$ cat config.mk
export PLATFORM = sky130hd
export DESIGN_NAME = obf_key_ctrl_flat
export DESIGN_NICKNAME = d
export VERILOG_FILES = /design/src/rtl/obf_key_ctrl_if.sv /design/src/rtl/obf_key_ctrl.sv /design/src/flat_wrapper.sv
export SDC_FILE = /design/constraint.sdc
export NUM_CORES = 1
export LEC_CHECK = 0
export CAP_MARGIN = 40
export CORE_ASPECT_RATIO = 0.6
export CORE_UTILIZATION = 45
export CTS_CLUSTER_DIAMETER = 60
export DETAILED_ROUTE_END_ITERATION = 10
export GPL_TIMING_DRIVEN = 1
export HOLD_SLACK_MARGIN = 0.15
export MAX_ROUTING_LAYER = met4
export PLACE_DENSITY = 0.69
export SKIP_LAST_GASP = 1
export SYNTH_ARGS = -nofsm -noshare
export SYNTH_HDL_FRONTEND = slang
export SYNTH_SLANG_ARGS = --single-unit
export TNS_END_PERCENT = 50
$ cat constraint.sdc
create_clock -name clk -period 2.3 [get_ports clk]
set_input_delay 0.46 -clock clk [delete_from_list [all_inputs] [get_ports clk]]
set_output_delay 0.46 -clock clk [all_outputs]
set_load 0.005 [all_outputs]
$ cat src/rtl/obf_key_ctrl_if.sv
// Serial key-configuration channel for obf_key_ctrl.
//   cfg_valid : source has a key/parity bit on cfg_bit
//   cfg_ready : controller accepts the beat this cycle
//   cfg_bit   : serial data, key bits LSB first, then one even-parity bit
//   cfg_last  : marks the parity bit (final beat of a frame)
// Handshake: a beat transfers on a rising clk edge where cfg_valid && cfg_ready
// are both high. The source holds cfg_bit/cfg_last stable while cfg_valid is
// high and not yet accepted; cfg_ready never depends on cfg_valid.
interface obf_key_ctrl_if;
  logic cfg_valid;
  logic cfg_ready;
  logic cfg_bit;
  logic cfg_last;

  modport master (output cfg_valid, output cfg_bit, output cfg_last, input cfg_ready);
  modport slave  (input cfg_valid, input cfg_bit, input cfg_last, output cfg_ready);
endinterface

$ cat src/rtl/obf_key_ctrl.sv
// Key controller for key-gated obfuscated combinational netlists.
// Collects serial key frames, checks length and even parity, commits good
// frames to key_out and raises key_valid only after a settle window so the
// netlist outputs are never sampled mid-transition.
// Ports:
//   clk, rst   : rising-edge clock, asynchronous active-high reset
//   cfg        : serial key channel (slave side)
//   zeroize    : single-cycle request to clear the active key
//   key_out    : active key, bit i drives netlist key input s_i
//   key_valid  : key_out stable and settled
//   locked     : key committed and frozen (LOCK_ONCE=1 only)
//   cfg_err    : one-cycle pulse on a rejected frame
//   state_dbg  : current FSM state for observation
module obf_key_ctrl #(
  parameter int KEY_W     = 2,
  parameter int SETTLE    = 4,
  parameter int LOCK_ONCE = 1
) (
  input  logic               clk,
  input  logic               rst,
  obf_key_ctrl_if.slave      cfg,
  input  logic               zeroize,
  output logic [KEY_W-1:0]   key_out,
  output logic               key_valid,
  output logic               locked,
  output logic               cfg_err,
  output logic [2:0]         state_dbg
);

  localparam int CNT_W = $clog2(KEY_W + 1);

  typedef enum logic [2:0] {
    ST_IDLE   = 3'd0,
    ST_SHIFT  = 3'd1,
    ST_DRAIN  = 3'd2,
    ST_CHECK  = 3'd3,
    ST_SETTLE = 3'd4,
    ST_LOCKED = 3'd5
  } state_t;

  state_t             state_q, state_d;
  logic [KEY_W-1:0]   shadow_q;
  logic [CNT_W-1:0]   count_q;
  logic               parity_q;
  logic [8:0]         settle_q;
  logic               key_valid_q;
  logic               locked_q;
  logic               cfg_err_q;
  logic [KEY_W-1:0]   key_q;

  logic               ready;
  logic               beat;
  logic               zero_req;
  logic               check_pass;
  logic               settle_done;
  logic               shift_en;
  logic               parity_en;
  logic               commit;
  logic               err_set;
  logic [CNT_W-1:0]   shift_idx;

  assign beat        = cfg.cfg_valid && ready;
  assign zero_req    = zeroize && !locked_q;
  assign check_pass  = (count_q == CNT_W'(KEY_W)) && ((^shadow_q ^ parity_q) == 1'b0);
  // The counter is about to hit zero this cycle.
  assign settle_done = (settle_q == 9'd1);

  // State register
  always_ff @(posedge clk or posedge rst) begin
    if (rst) state_q <= ST_IDLE;
    else     state_q <= state_d;
  end

  // Next-state logic; zeroize overrides everything while unlocked.
  always_comb begin
    state_d = state_q;
    if (zero_req) begin
      state_d = ST_SETTLE;
    end else begin
      case (state_q)
        ST_IDLE:   if (beat && !cfg.cfg_last) state_d = ST_SHIFT;
        ST_SHIFT: begin
          if (beat) begin
            if (cfg.cfg_last)                    state_d = ST_CHECK;
            else if (count_q == CNT_W'(KEY_W))   state_d = ST_DRAIN;
          end
        end
        ST_DRAIN:  if (beat && cfg.cfg_last) state_d = ST_IDLE;
        ST_CHECK:  state_d = check_pass ? ST_SETTLE : ST_IDLE;
        ST_SETTLE: if (settle_done) state_d = locked_q ? ST_LOCKED : ST_IDLE;
        ST_LOCKED: state_d = ST_LOCKED;
        default:   state_d = ST_IDLE;
      endcase
    end
  end

  // Output / datapath-control logic
  always_comb begin
    ready     = 1'b0;
    shift_en  = 1'b0;
    parity_en = 1'b0;
    commit    = 1'b0;
    err_set   = 1'b0;
    shift_idx = count_q;
    if (!rst && !locked_q &&
        (state_q == ST_IDLE || state_q == ST_SHIFT || state_q == ST_DRAIN))
      ready = 1'b1;
    if (!zero_req) begin
      case (state_q)
        ST_IDLE: begin
          shift_idx = '0;
          if (beat) begin
            if (cfg.cfg_last) err_set  = 1'b1;  // zero-length frame
            else              shift_en = 1'b1;
          end
        end
        ST_SHIFT: begin
          if (beat) begin
            if (cfg.cfg_last)                   parity_en = 1'b1;
            else if (count_q < CNT_W'(KEY_W))   shift_en  = 1'b1;
            else                                err_set   = 1'b1;  // overlong
          end
        end
        ST_CHECK: begin
          if (check_pass) commit  = 1'b1;
          else            err_set = 1'b1;
        end
        default: ;
      endcase
    end
  end

  // Datapath registers
  always_ff @(posedge clk or posedge rst) begin
    if (rst) begin
      shadow_q    <= '0;
      count_q     <= '0;
      parity_q    <= 1'b0;
      settle_q    <= '0;
      key_q       <= '0;
      key_valid_q <= 1'b0;
      locked_q    <= 1'b0;
      cfg_err_q   <= 1'b0;
    end else begin
      cfg_err_q <= err_set;
      if (zero_req) begin
        key_q       <= '0;
        shadow_q    <= '0;
        count_q     <= '0;
        key_valid_q <= 1'b0;
        // One extra cycle so key_valid rises SETTLE+1 cycles after the request,
        // matching the frame path where CHECK takes the first cycle.
        settle_q    <= 9'(SETTLE + 1);
      end else begin
        if (shift_en) begin
          for (int i = 0; i < KEY_W; i++)
            if (shift_idx == CNT_W'(i)) shadow_q[i] <= cfg.cfg_bit;
          count_q <= shift_idx + CNT_W'(1);
        end
        if (parity_en) parity_q <= cfg.cfg_bit;
        if (err_set || commit) count_q <= '0;
        if (commit) begin
          key_q       <= shadow_q;
          key_valid_q <= 1'b0;
          settle_q    <= 9'(SETTLE);
          if (LOCK_ONCE != 0) locked_q <= 1'b1;
        end
        if (state_q == ST_SETTLE) begin
          if (settle_done) key_valid_q <= 1'b1;
          settle_q <= settle_q - 9'd1;
        end
      end
    end
  end

  assign cfg.cfg_ready = ready;
  assign key_out       = key_q;
  assign key_valid     = key_valid_q;
  assign locked        = locked_q;
  assign cfg_err       = cfg_err_q;
  assign state_dbg     = state_q;

endmodule

$ cat src/flat_wrapper.sv
// flat-port wrapper written by rule: the top's interface ports become plain ports
module obf_key_ctrl_flat 
#(
  parameter int KEY_W     = 2,
  parameter int SETTLE    = 4,
  parameter int LOCK_ONCE = 1
)
  (clk, rst, zeroize, key_out, key_valid, locked, cfg_err, state_dbg, cfg_cfg_valid, cfg_cfg_bit, cfg_cfg_last, cfg_cfg_ready);
  obf_key_ctrl_if cfg_i ();
  input  logic clk;
  input  logic rst;
  input  logic zeroize;
  output logic [KEY_W-1:0] key_out;
  output logic key_valid;
  output logic locked;
  output logic cfg_err;
  output logic [2:0] state_dbg;
  input wire logic [$bits(cfg_i.cfg_valid)-1:0] cfg_cfg_valid;
  input wire logic [$bits(cfg_i.cfg_bit)-1:0] cfg_cfg_bit;
  input wire logic [$bits(cfg_i.cfg_last)-1:0] cfg_cfg_last;
  output wire logic [$bits(cfg_i.cfg_ready)-1:0] cfg_cfg_ready;
  assign cfg_i.cfg_valid = cfg_cfg_valid;
  assign cfg_i.cfg_bit = cfg_cfg_bit;
  assign cfg_i.cfg_last = cfg_cfg_last;
  assign cfg_cfg_ready = cfg_i.cfg_ready;
  obf_key_ctrl #(.KEY_W(KEY_W), .SETTLE(SETTLE), .LOCK_ONCE(LOCK_ONCE)) u_core (.clk(clk), .rst(rst), .cfg(cfg_i), .zeroize(zeroize), .key_out(key_out), .key_valid(key_valid), .locked(locked), .cfg_err(cfg_err), .state_dbg(state_dbg));
endmodule
==> results of run 1 <==
==> worst max-delay path: stages <==
cell             delay [ps]
clkdlybuf4s50_1         430
or4b_1                  630
a211oi_1                330
o22ai_1                 150
nor2b_1                 150
==> what timing repair did <==
action	4_1_cts	5_1_grt
endpoints found under the setup margin	1	0
setup buffers	0	0
resized for setup	2	0
==> metal layers <==
layer	share of wire [%]	track usage [%]
met4	0.70	7.84
met1	50	32.7
met5	0	-
met3	6.7	5.01
met2	43	32.9
==> area by class of cell <==
type	instances	area [um^2]	area share, %
flip-flops and latches	22	551	34.1
inverters	8	30.0	1.86
multi-input cells	108	732	45.3
well taps	40	50.0	3.10
repair buffers	22	199	12.3
clock buffers	4	55.1	3.41
==> registers in the layout, summed over array words and instances (netlist names) <==
signal / count
u_core.shadow_q: 2
u_core.key_valid: 1
u_core.settle_q: 9
u_core.key_out: 2
u_core.count_q: 2
u_core.locked: 1
u_core.state_dbg: 3
u_core.parity_q: 1
u_core.cfg_err: 1
==> power by group <==
part / switching (mW) / internal [mW]
combinational: 0.194 / 0.144
clock: 0.129 / 0.153
sequential: 0.0359 / 0.424
total: 0.359 / 0.721
==> cells in the mapped netlist, types with 4 or more instances <==
master    instances
nand3_1           6
dfrtp_1          22
nand2b_1          4
nand2_1          17
nor2_1           10
inv_1             8
o22ai_1           4
nor2b_1           4
ha_1              4
mux2i_1           4
o21ai_0           5
==> metrics by stage <==
| stage | hold WS, ps | setup slack, ps | util [%] | cells |
|---|---|---|---|---|
| 2_1_floorplan | 449 | 577 | - | 145 |
| 3_3_place_gp | 501 | 21.6 | 58.6 | 200 |
| 3_5_place_dp | 502 | -0.564 | 58.6 | 200 |
| 4_1_cts | 530 | 293 | 60.7 | 204 |
| 5_1_grt | 556 | 219 | 60.7 | 204 |
| 6_report | 521 | 305 | 60.7 | 204 |
==> worst max-delay path by stage <==
stage | end | cells past startpoint | slack, ps | startpoint
3_5_place_dp | cfg_cfg_ready | 3 | -0.6 | rst
4_1_cts | cfg_cfg_ready | 3 | 290 | rst
5_1_grt | u_core.shadow_q[1] | 8 | 220 | zeroize
2_1_floorplan | u_core.parity_q | 5 | 580 | u_core.locked
6_report | u_core.count_q[1] | 5 | 300 | rst
3_3_place_gp | cfg_cfg_ready | 3 | 20 | rst
==> cells by family after synthesis <==
kind of cell,count (synthesis)
adders and majority gates,4
buffers and inverters,15
xor gates and xnor gates,3
DFF,22
muxes,5
AOI/OAI and AO/OA,32
and+or+nand+nor,64
==> key figures, run 1 <==
Die
  – Starting Density: 50.5%
  – # IOs: 15
  – Die area: 0.00322 mm^2
  – Core area: 0.00266 mm^2
  – Die Span X: 72.6 um
  – Num rows: 14
  – Height of the die: 44.4 um

Clock network
  – Clock tree buffer depth: 2
  – H-tree levels: 1
  – CTS buffer count: 3
  – Post-CTS Hold Fix Bufs: 0
  – Root Buffer: clkbuf_8
  – Latest clock arrival within the worst-skew pair: 270 ps
  – Worst-path clk slew: 80 ps
  – CTS tree: yes
  – Sink Count: 22

Synth
  – Syn_nets: 155
  – Syn Inst Count: 145
  – Synth top area share: 40.9%
  – Synthesized area per cell: 9.28 um^2
  – Largest cells by area after synthesis: dfrtp_1, nand2_1, ha_1
  – Dominant synthesized flop cell: dfrtp_1
  – Simple-gate area share of the yosys netlist: 26.0%
  – Multiplexer share of the synthesized area: 3.81%
  – Synth Area in XOR/XNOR: 3.07%
  – FFs w/ async S/R, synth: 100%
  – Number of synthesized flops with an enable pin: 0
  – Netlist cell types: 47
  – Post-Synth Adder-Cell Area: 3.72%
  – Combinational family with the most area after synthesis: simple AND/OR/NAND/NOR gates
  – Register bit total from synthesis: 22
  – Largest area contributor in the netlist: dfrtp_1
  – Syn. warnings: 0
  – Post-Syn Area: 0.00135 mm^2
  – Synth Area in Compound Gates: 17.7%
  – Register area share after synthesis: 40.9%

Worst setup path
  – Worst setup EP type: flip-flop
  – Worst R2R Start: u_core.locked
  – R2r setup slk: 420 ps
  – RR Endpoint: u_core.count_q[1]
  – Setup CP Type: in -> reg
  – Worst Path Arrival: 2160 ps
  – Crit path max fanout: 6
  – FF-to-FF path depth: 4
  – CP Data Required Time: 2460 ps
  – Startpoint class of the critical path: input pin

Power and ir drop
  – Max rail drop VDD: 436 uV
  – Leak Pwr: 0.704 nW
  – Power per Cell Area: 668 mW/mm^2
  – Power consumption: 1.08 mW

Run
  – Max-cap violation count: 0

Final layout
  – Layout fillers: 235
  – Post-Layout Inst Area: 0.00162 mm^2
  – Antenna cells: 0
  – Area growth syn-to-layout: 20.2%
  – Layout cell share with drive strength beyond 1: 9.15%
  – Commonest cells after routing, fill and taps aside: dfrtp_1, nand2_1, clkdlybuf4s50_1, nor2_1
  – Nets@finish: 175
  – Most common cell after layout, fill and taps aside: dfrtp_1

Global routing
  – Largest net degree at the start of global routing: 23
  – Total track usage: 23.1%
  – First-pass GRT wire length: 5.26 mm
  – Gr ovfl total: 0
  – Vias in the first global route: 1093
  – Initial antenna violation count: 0

Worst hold path
  – Min-Delay Path Depth: 1
  – Hold Path Sink: u_core.key_valid
  – Worst hold path type: reg -> reg
  – Min-delay src: u_core.key_valid

STA
  – RSZ-0062 raised after global routing: false
  – Slew @ Worst Pin: 586 ps
  – Fin Setup TNS: 0 ps
  – Hold Violations, Final: 0
  – Fmax: 0.501 GHz
  – Worst Skew: 6.56 ps
  – Max-slew violations: 0
  – Post-route minimum period: 2000 ps
  – Final worst path period share: 86.8%
  – Normalized max-slew margin: 60.6%
  – Setup Viol. Count Final: 0

Drt
  – Routed wire length: 3.15 mm
  – DRT Pass-1 Iters: 5
  – DRC violations left: 0
  – Via density: 5.73
  – Initial DRC count: 72
  – Post-route ant nets: 0
  – Via count: 1168
  – Routed len/inst: 15.4 um

Place
  – IO Port Bufs: 14
  – GPL Wtd Cong: 0.870
  – Placed cell area: 0.00156 mm^2
  – Detail Placement HPWL: 2.28 mm

Status
  – Status: finished, final reports clean
No activity file was read; power rests on OpenSTA's default activity.
==> run 2: changes to the inputs <==
--- a/config.mk
+++ b/config.mk
@@ -9,6 +9,7 @@
 export CORE_ASPECT_RATIO = 0.6
 export CORE_UTILIZATION = 45
 export CTS_CLUSTER_DIAMETER = 60
+export CTS_CLUSTER_SIZE = 25
 export DETAILED_ROUTE_END_ITERATION = 10
 export GPL_TIMING_DRIVEN = 1
 export HOLD_SLACK_MARGIN = 0.15
@@ -18,4 +19,4 @@
 export SYNTH_ARGS = -nofsm -noshare
 export SYNTH_HDL_FRONTEND = slang
 export SYNTH_SLANG_ARGS = --single-unit
-export TNS_END_PERCENT = 50
+export TNS_END_PERCENT = 20
==> results of run 2 <==
No change in the layout: final DEF, timing and power equal those of run 1.
==> run 3: changes to the inputs <==
--- a/config.mk
+++ b/config.mk
@@ -15,6 +15,8 @@
 export HOLD_SLACK_MARGIN = 0.15
 export MAX_ROUTING_LAYER = met4
 export PLACE_DENSITY = 0.69
+export SETUP_SLACK_MARGIN = 0.3
+export SKIP_CTS_REPAIR_TIMING = 1
 export SKIP_LAST_GASP = 1
 export SYNTH_ARGS = -nofsm -noshare
 export SYNTH_HDL_FRONTEND = slang
==> run 3 against run 2 <==
Fmax grew 0.11%. Critical path depth is the same. Die area is the same. Cell count is the same. Combinational power is essentially flat. Register-to-register slack is essentially flat. Largest power group unchanged. Highest routed layer unchanged.
==> key figures, run 3 (synthesized netlist as in run 1, its figures left out) <==
Clock network
  – Worst-path clk slew: 80 ps (about the same)
  – CTS buffer count: 3 (unchanged)
  – H-tree levels: 1 (unchanged)
  – Clock tree buffer depth: 2 (unchanged)
  – Latest clock arrival within the worst-skew pair: 270 ps (about the same)
  – Sink Count: 22 (unchanged)
  – Root Buffer: clkbuf_8
  – CTS tree: yes

STA
  – Fmax: 0.502 GHz (+0.11%)
  – Setup Viol. Count Final: 0 (unchanged)
  – Slew @ Worst Pin: 587 ps (+0.855 ps)
  – Final worst path period share: 86.7% (-0.092 points)
  – Fin Setup TNS: 0 ps (unchanged)
  – Hold Violations, Final: 0 (unchanged)
  – Max-slew violations: 0 (unchanged)
  – Worst Skew: 6.74 ps (+0.187 ps)
  – Post-route minimum period: 1990 ps (-2.13 ps)
  – Normalized max-slew margin: 60.5% (about the same)
  – RSZ-0062 raised after global routing: true

Drt
  – Initial DRC count: 72 (unchanged)
  – Via count: 1162 (-0.51%)
  – Routed wire length: 3.15 mm (about the same)
  – Via density: 5.70 (-0.51%)
  – Routed len/inst: 15.4 um (about the same)
  – DRT Pass-1 Iters: 5 (unchanged)
  – Post-route ant nets: 0 (unchanged)
  – DRC violations left: 0 (unchanged)

Final layout
  – Layout cell share with drive strength beyond 1: 9.15% (unchanged)
  – Layout fillers: 236 (+0.43%)
  – Register Area: 551 um^2 (unchanged)
  – Multi-input gate area: 732 um^2 (unchanged)
  – Register with the most flip-flops: u_core.settle_q
  – Antenna cells: 0 (unchanged)
  – Max reg flops: 9 (unchanged)
  – Commonest cells after routing, fill and taps aside: dfrtp_1, nand2_1, clkdlybuf4s50_1, nor2_1
  – Util after Layout: 60.9% (+0.14 points)
  – Nets@finish: 175 (unchanged)
  – Area growth syn-to-layout: 20.5%
  – Most common cell after layout, fill and taps aside: dfrtp_1

Status
  – Status: finished, final reports clean

Die
  – Starting Density: 50.5% (unchanged)
  – Die area: 0.00322 mm^2 (unchanged)
  – Height of the die: 44.4 um (unchanged)
  – # IOs: 15 (unchanged)
  – Num rows: 14 (unchanged)
  – Die Span X: 72.6 um (unchanged)
  – Core area: 0.00266 mm^2 (unchanged)

Power and ir drop
  – Leak Pwr: 0.716 nW (+1.7%)
  – Power per Cell Area: 667 mW/mm^2 (-0.16%)
  – Max rail drop VDD: 436 uV (about the same)

Worst hold path
  – Worst hold path type: reg -> reg

Worst setup path
  – Top delay family on crit path: simple AND/OR/NAND/NOR gates
  – Crit path max fanout: 6 (unchanged)
  – Setup CP Type: in -> reg
  – Ordered cell list for the critical path: clkdlybuf4s50_1 > or4b_1 > a211oi_1 > o22ai_1 > nor2b_1
  – CP Buf/Inv Count: 1 (unchanged)
  – Startpoint class of the critical path: input pin
  – Worst Path Arrival: 2160 ps (about the same)
  – CP Data Required Time: 2460 ps (about the same)
  – Slowest stage cell on the critical path: or4b_1
  – Slowest stage delay, CP: 630 ps (about the same)
  – Worst setup EP type: flip-flop

Run
  – Max-cap violation count: 0 (unchanged)

Global routing
  – Vias in the first global route: 1095 (+0.18%)
  – Total track usage: 23.2% (+0.052 points)
  – First-pass GRT wire length: 5.27 mm (+0.27%)
  – Gr ovfl total: 0 (unchanged)
  – Largest net degree at the start of global routing: 23 (unchanged)
  – Initial antenna violation count: 0 (unchanged)

Place
  – Detail Placement HPWL: 2.28 mm (unchanged)
  – IO Port Bufs: 14 (unchanged)
  – GPL Wtd Cong: 0.870 (unchanged)
## run 3: changes by cell type in the layout (fill, tap and decap cells not counted), sizes merged
cell,change
dlygate4sd2,-1
dlymetal6s2s,+1
## run 3: final cells by class
cell class | instances | share of cell area [%]
multi-input cells | 108 | 45.2
flip-flops and latches | 22 | 34.0
repair buffers | 22 | 12.5
clock buffers | 4 | 3.40
well taps | 40 | 3.09
inverters | 8 | 1.85
## run 3: final timing paths
check / start / end / slack (ps) / cells past startpoint
setup / recovery: rst / u_core.count_q[1] / 310 / 5
hold / removal: u_core.key_valid / u_core.key_valid / 520 / 1
setup reg to reg: u_core.locked / u_core.count_q[1] / 420 / 4
hold reg to reg: u_core.key_valid / u_core.key_valid / 520 / 1
max in group asynchronous: rst / u_core.settle_q[7] / 1500 / 3
min in group asynchronous: rst / u_core.cfg_err / 570 / 3
## run 3: metal layers
layer  vias to the layer above  share of wire [%]  GRT usage [%]
li1                        567                  -              -
met1                       547                 50           32.8
met2                        44                 43           32.9
met3                         4                6.6           5.01
met4                         0               0.70           7.84
met5                         -                  0              -
## run 3: worst register-to-register path: stages, from the launching register on
cell,delay [ps]
dfrtp_1,460
or4b_1,680
a211oi_1,330
o22ai_1,150
nor2b_1,150
## run 3: report_power, final
| part | internal [mW] | switching (mW) |
|---|---|---|
| registers | 0.424 | 0.0359 |
| clock network | 0.153 | 0.129 |
| logic | 0.145 | 0.194 |
| total | 0.721 | 0.359 |
## run 3: through the flow
step                      hold WS (ps)  area (um^2)  std cells  total power [mW]  setup slack (ps)
after floorplan                    449         1350        145             0.682               577
after global placement             501         1560        200             0.785              21.6
after detailed placement           502         1560        200             0.796            -0.564
after CTS                          530         1620        204              1.08             -34.3
after global routing               556         1620        204              1.14               219
final                              521         1620        204              1.08               307
